===== config.mk =====
export PLATFORM = sky130hd
export DESIGN_NAME = univ_shift_reg_seq_flat
export DESIGN_NICKNAME = d
export VERILOG_FILES = /design/src/rtl/univ_shift_reg_seq_if.sv /design/src/rtl/univ_shift_reg_seq.sv /design/src/flat_wrapper.sv
export SDC_FILE = /design/constraint.sdc
export NUM_CORES = 1
export LEC_CHECK = 0
export BUFFER_PORTS_ARGS = -buffer_cell sky130_fd_sc_hd__buf_2
export CAP_MARGIN = 0
export CORE_UTILIZATION = 48
export DETAILED_ROUTE_END_ITERATION = 16
export GPL_TIMING_DRIVEN = 0
export PLACE_DENSITY = 0.77
export SYNTH_ARGS = -nofsm -noshare
export SYNTH_HDL_FRONTEND = slang
export SYNTH_SLANG_ARGS = --single-unit

===== constraint.sdc =====
create_clock -name CLOCK -period 1.6 [get_ports CLOCK]
set_input_delay 0.16 -clock CLOCK [delete_from_list [all_inputs] [get_ports CLOCK]]
set_output_delay 0.16 -clock CLOCK [all_outputs]
set_load 0.02 [all_outputs]

===== src/rtl/univ_shift_reg_seq_if.sv =====
// Bus bundle for the universal shift register with burst sequencer.
// The master drives the controls and data. The slave (the register) drives the contents and status.
interface univ_shift_reg_seq_if #(
  parameter int WIDTH = 8,
  parameter int CNT_W = 4
);
  logic             ENABLE;
  logic [2:0]       MODE;
  logic [WIDTH-1:0] D;
  logic             S_IN_L;
  logic             S_IN_R;
  logic             START;
  logic [CNT_W-1:0] COUNT;
  logic [WIDTH-1:0] Q;
  logic             S_OUT_L;
  logic             S_OUT_R;
  logic             BUSY;
  logic             DONE;

  modport master (
    output ENABLE, MODE, D, S_IN_L, S_IN_R, START, COUNT,
    input  Q, S_OUT_L, S_OUT_R, BUSY, DONE
  );

  modport slave (
    input  ENABLE, MODE, D, S_IN_L, S_IN_R, START, COUNT,
    output Q, S_OUT_L, S_OUT_R, BUSY, DONE
  );
endinterface


===== src/rtl/univ_shift_reg_seq.sv =====
// Universal shift register with eight operations and a START/COUNT burst
// sequencer that runs an N-step shift on its own.
module univ_shift_reg_seq #(
  parameter int WIDTH = 8,
  parameter int CNT_W = 4
) (
  input  logic                  CLOCK,
  input  logic                  RESET,
  univ_shift_reg_seq_if.slave   bus
);

  typedef enum logic [2:0] {
    OP_HOLD = 3'b000,
    OP_SHL  = 3'b001,
    OP_LOAD = 3'b010,
    OP_SHR  = 3'b011,
    OP_ROL  = 3'b100,
    OP_ROR  = 3'b101,
    OP_ASR  = 3'b110,
    OP_CLR  = 3'b111
  } op_t;

  typedef enum logic [1:0] {
    IDLE = 2'b00,
    RUN  = 2'b01,
    FIN  = 2'b10
  } state_t;

  state_t           state;
  op_t              lmode;
  logic [CNT_W-1:0] cnt;
  logic [WIDTH-1:0] q;

  function automatic logic is_shift(input logic [2:0] op);
    return (op == OP_SHL) || (op == OP_SHR) || (op == OP_ROL) ||
           (op == OP_ROR) || (op == OP_ASR);
  endfunction

  function automatic logic [WIDTH-1:0] apply_op(
    input logic [2:0]       op,
    input logic [WIDTH-1:0] cur,
    input logic [WIDTH-1:0] din,
    input logic             sl,
    input logic             sr
  );
    logic [WIDTH-1:0] r;
    r = cur;
    case (op)
      OP_SHL:  r = {cur[WIDTH-2:0], sl};
      OP_LOAD: r = din;
      OP_SHR:  r = {sr, cur[WIDTH-1:1]};
      OP_ROL:  r = {cur[WIDTH-2:0], cur[WIDTH-1]};
      OP_ROR:  r = {cur[0], cur[WIDTH-1:1]};
      OP_ASR:  r = {cur[WIDTH-1], cur[WIDTH-1:1]};
      OP_CLR:  r = '0;
      default: r = cur;
    endcase
    return r;
  endfunction

  // Register contents and sequencer state. Reset wins over everything, and ENABLE low freezes everything.
  always_ff @(posedge CLOCK) begin
    if (RESET) begin
      q     <= '0;
      state <= IDLE;
      cnt   <= '0;
      lmode <= OP_HOLD;
    end else if (bus.ENABLE) begin
      case (state)
        IDLE: begin
          if (bus.START && is_shift(bus.MODE)) begin
            lmode <= op_t'(bus.MODE);
            cnt   <= bus.COUNT;
            state <= (bus.COUNT != '0) ? RUN : FIN;
          end else begin
            q <= apply_op(bus.MODE, q, bus.D, bus.S_IN_L, bus.S_IN_R);
          end
        end
        RUN: begin
          q   <= apply_op(lmode, q, bus.D, bus.S_IN_L, bus.S_IN_R);
          cnt <= cnt - 1'b1;
          if (cnt == {{(CNT_W-1){1'b0}}, 1'b1})
            state <= FIN;
        end
        FIN:     state <= IDLE;
        default: state <= IDLE;
      endcase
    end
  end

  assign bus.Q       = q;
  assign bus.S_OUT_L = q[WIDTH-1];
  assign bus.S_OUT_R = q[0];
  assign bus.BUSY    = (state == RUN);
  assign bus.DONE    = (state == FIN);

endmodule


===== src/flat_wrapper.sv =====
// flat-port wrapper written by rule: the top's interface ports become plain ports
module univ_shift_reg_seq_flat 
#(
  parameter int WIDTH = 8,
  parameter int CNT_W = 4
)
  (CLOCK, RESET, bus_ENABLE, bus_MODE, bus_D, bus_S_IN_L, bus_S_IN_R, bus_START, bus_COUNT, bus_Q, bus_S_OUT_L, bus_S_OUT_R, bus_BUSY, bus_DONE);
  univ_shift_reg_seq_if #(.WIDTH(WIDTH), .CNT_W(CNT_W)) bus_i ();
  input  logic CLOCK;
  input  logic RESET;
  input wire logic [$bits(bus_i.ENABLE)-1:0] bus_ENABLE;
  input wire logic [$bits(bus_i.MODE)-1:0] bus_MODE;
  input wire logic [$bits(bus_i.D)-1:0] bus_D;
  input wire logic [$bits(bus_i.S_IN_L)-1:0] bus_S_IN_L;
  input wire logic [$bits(bus_i.S_IN_R)-1:0] bus_S_IN_R;
  input wire logic [$bits(bus_i.START)-1:0] bus_START;
  input wire logic [$bits(bus_i.COUNT)-1:0] bus_COUNT;
  output wire logic [$bits(bus_i.Q)-1:0] bus_Q;
  output wire logic [$bits(bus_i.S_OUT_L)-1:0] bus_S_OUT_L;
  output wire logic [$bits(bus_i.S_OUT_R)-1:0] bus_S_OUT_R;
  output wire logic [$bits(bus_i.BUSY)-1:0] bus_BUSY;
  output wire logic [$bits(bus_i.DONE)-1:0] bus_DONE;
  assign bus_i.ENABLE = bus_ENABLE;
  assign bus_i.MODE = bus_MODE;
  assign bus_i.D = bus_D;
  assign bus_i.S_IN_L = bus_S_IN_L;
  assign bus_i.S_IN_R = bus_S_IN_R;
  assign bus_i.START = bus_START;
  assign bus_i.COUNT = bus_COUNT;
  assign bus_Q = bus_i.Q;
  assign bus_S_OUT_L = bus_i.S_OUT_L;
  assign bus_S_OUT_R = bus_i.S_OUT_R;
  assign bus_BUSY = bus_i.BUSY;
  assign bus_DONE = bus_i.DONE;
  univ_shift_reg_seq #(.WIDTH(WIDTH), .CNT_W(CNT_W)) u_core (.CLOCK(CLOCK), .RESET(RESET), .bus(bus_i));
endmodule

==> flow_metrics.env <==
export IMPL_setup_tns_ps=0
export IMPL_tritoncts="done"
export IMPL_syn_num_nets=195
export IMPL_drive_above_1_share_pct=31.3
export IMPL_largest_net_degree_at_the_start_of_global_routing=11
export IMPL_total_power_w=0.00107
export IMPL_mostFrequentLayoutCell="sky130_fd_sc_hd__buf_2"
export IMPL_ys_types=45
export IMPL_sequential_fraction_of_the_synthesis_area_pct=23.9
export IMPL_crit_path_max_fanout=10
export IMPL_postLayoutCellArea_sq_um=1730
export IMPL_placed_cells_incl_taps=233
export IMPL_cts_path_max_buffers=2
export IMPL_grt_met1_usage_pct=34.9
export IMPL_min_delay_path_class="in -> reg"
export IMPL_cts_buffers=3
export IMPL_synth_seq_cells=17
export IMPL_nNetsFinal=232
export IMPL_synth_cell_area_sq_um=1420
export IMPL_grt_pass1_wl_microns=6750
export IMPL_pin_count=33
export IMPL_cellPowerDensity_nw_per_um2=619
export IMPL_core_sq_um=2780
export IMPL_place_congestion=0.874
export IMPL_synth_top_flop_cell="sky130_fd_sc_hd__dfxtp_1"
export IMPL_clock_tree_htree_level_count=1
export IMPL_drt_total_wl_microns=4050
export IMPL_dp_hpwl_microns=2800
export IMPL_dp_slack_ps=-127
export IMPL_endpoint_kind="flop"
export IMPL_fin_crit_sh_pct=96.3
export IMPL_core_rowCount=19
export IMPL_clock_sinks=17
export IMPL_startpoint_type="flop"
export IMPL_die_width_microns=56.4
export IMPL_clock_skew_final_ps=2.97
export IMPL_drt_pass1_iter_count=6
export IMPL_maxSlewViolCount=0
export IMPL_stdcell_count=239
export IMPL_postCtsHoldBufs=0
export IMPL_gr_total_overflow=0
export IMPL_max_freq_mhz=649
export IMPL_ir_drop_uv=442
export IMPL_critPathArrivalTime_ps=1730
export IMPL_vias=1582
export IMPL_synth_enable_flop_cells=0
export IMPL_cts_clk_pin_slew_worst_paths_ps=100
export IMPL_fp_dieH_microns=56.4
export IMPL_final_number_of_setup_violating_endpoints=0
export IMPL_clock_tree_root_cell="sky130_fd_sc_hd__clkbuf_4"
export IMPL_post_dp_cell_area_sq_um=1610
export IMPL_maxCapViolCount=0
export IMPL_wire_per_inst_microns=17.0
export IMPL_clkLatencyLatePin_ps=290
export IMPL_placement_io_buffers=30
export IMPL_groute_usage_overall_pct=26.4
export IMPL_post_route_worst_setup_slack_ps=59.9
export IMPL_synthCells=172
export IMPL_ys_async_sr_fraction_pct=0
export IMPL_run_status="finished, final reports clean"
export IMPL_antenna_found_initial=0
export IMPL_worst_slew_pin_transition_ps=846
export IMPL_design_die_area_sq_um=3180
export IMPL_grt_util_met2_pct=42.7
export IMPL_drt_vias_per_instance=6.62
export IMPL_minimum_clock_period_after_layout_ps=1540
export IMPL_yosysWarningCount=0
export IMPL_grtUsageMet3_pct=4.38
export IMPL_flow_area_growth_from_synthesis_pct=21.6
export IMPL_crit_type="reg -> reg"
export IMPL_drt_initial_drc_count=151
export IMPL_relative_max_transition_margin_pct=43.5
export IMPL_antenna_left=0
export IMPL_layout_common_cells="sky130_fd_sc_hd__buf_2, sky130_fd_sc_hd__dfxtp_1, sky130_fd_sc_hd__a21oi_1, sky130_fd_sc_hd__a21o_1, sky130_fd_sc_hd__a221o_1"
export IMPL_timing_critical_path_required_ps=1790
export IMPL_synth_avg_cell_area_sq_um=8.26
export IMPL_post_route_drc_count=0
export IMPL_leakagePower_nw=0.746
export IMPL_grt_pass1_vias=1479
export IMPL_finalHoldViolations=0
export IMPL_grt_busiest_layer="met2"
export IMPL_start_util_pct=51.1
export IMPL_n_antenna_cell=0
flip-flops by register name, summed over array words and instances, names as in the netlist:
register	count
u_core.cnt	4
u_core.bus.Q	8
u_core.lmode	3
u_core.state	2
routing by layer:
metal  part of all wire (%)  up-vias  wire length (microns)
met3                    7.0       10                    283
met5                      0        -                      0
met1                     43      757                   1760
met2                     48       73                   1960
li1                       -      742                      -
met4                    1.2        0                     50
per-stage QoR:
| stage | hold slack, ps | utilization, % |
|---|---|---|
| after floorplan | 335 | - |
| after global placement | 471 | 57.9 |
| after detailed placement | 488 | 57.9 |
| after CTS | 176 | 59.9 |
| after global routing | 193 | 62.1 |
| final | 169 | 62.1 |
worst max-delay path, cell delays in order, from the launching register on:
cell and delay [ps]:
sky130_fd_sc_hd__dfxtp_4 370, sky130_fd_sc_hd__nand2b_4 120, sky130_fd_sc_hd__buf_6 130, sky130_fd_sc_hd__inv_4 50, sky130_fd_sc_hd__buf_6 130, sky130_fd_sc_hd__a221o_1 250, sky130_fd_sc_hd__a21o_1 150, sky130_fd_sc_hd__a32o_1 230
logic make-up after synthesis:
group                    synth area share (%)
AO/OA/AOI/OAI                            39.4
XOR/XNOR                                 2.47
adder cells (fa/ha/maj)                  1.76
buffers and inverters                    8.63
flip-flops                               23.9
multiplexers                             5.63
AND/OR/NAND/NOR                          18.1
Yosys cell counts, drive strengths merged (2+ instances only):
| master | count | area, sq um |
|---|---|---|
| a21o | 13 | 97.6 |
| nor2 | 9 | 33.8 |
| nand2 | 6 | 22.5 |
| a221o | 12 | 120 |
| a211o | 2 | 17.5 |
| buf | 11 | 75.1 |
| nor3b | 5 | 37.5 |
| o21ai | 8 | 40.0 |
| dfxtp | 17 | 340 |
| a32o | 7 | 70.1 |
| o2111ai | 2 | 17.5 |
| and4 | 2 | 17.5 |
| xnor2 | 3 | 26.3 |
| inv | 5 | 21.3 |
| ha | 2 | 25.0 |
| nand3 | 4 | 20.0 |
| a21oi | 14 | 70.1 |
| nand3b | 3 | 22.5 |
| a21bo | 3 | 30.0 |
| nand2b | 8 | 50.1 |
| o221ai | 2 | 17.5 |
| a31oi | 2 | 12.5 |
| mux2i | 8 | 80.1 |
| clkbuf | 7 | 26.3 |
where the power goes:
| part | internal (W) | switching [W] |
|---|---|---|
| registers | 0.000443 | 0.0000274 |
| logic | 0.000163 | 0.000198 |
| clock network | 0.0000969 | 0.000142 |
layout make-up:
class                      count  area (sq um)
tap                           31          38.8
fill                         243          1050
inverter                       5          21.3
sequential                    17           344
timing repair buffer          34           180
buffer                        16           105
multi-input combinational    132          1010
clock buffer                   4          26.3
what timing repair did:
| item | CTS | global route |
|---|---|---|
| endpoints found under the setup margin | 9 | 10 |
| buffers inserted | 2 | 2 |
| gates cloned | 0 | 0 |
| gates resized for setup | 6 | 15 |
final timing paths:
check | from | end | slack (ps) | cells past startpoint
worst min register to register | u_core.cnt[3]$_SDFFE_PP0P_ | u_core.cnt[3]$_SDFFE_PP0P_ | 510 | 2
worst min-delay path | bus_ENABLE | u_core.state[1]$_SDFFE_PP0P_ | 170 | 3
worst max register to register | u_core.state[1]$_SDFFE_PP0P_ | u_core.bus.Q[3]$_SDFFE_PP0P_ | 60 | 7
worst max-delay path | u_core.state[1]$_SDFFE_PP0P_ | u_core.bus.Q[3]$_SDFFE_PP0P_ | 60 | 7
Note: power is estimated with default switching activity, not from simulation.
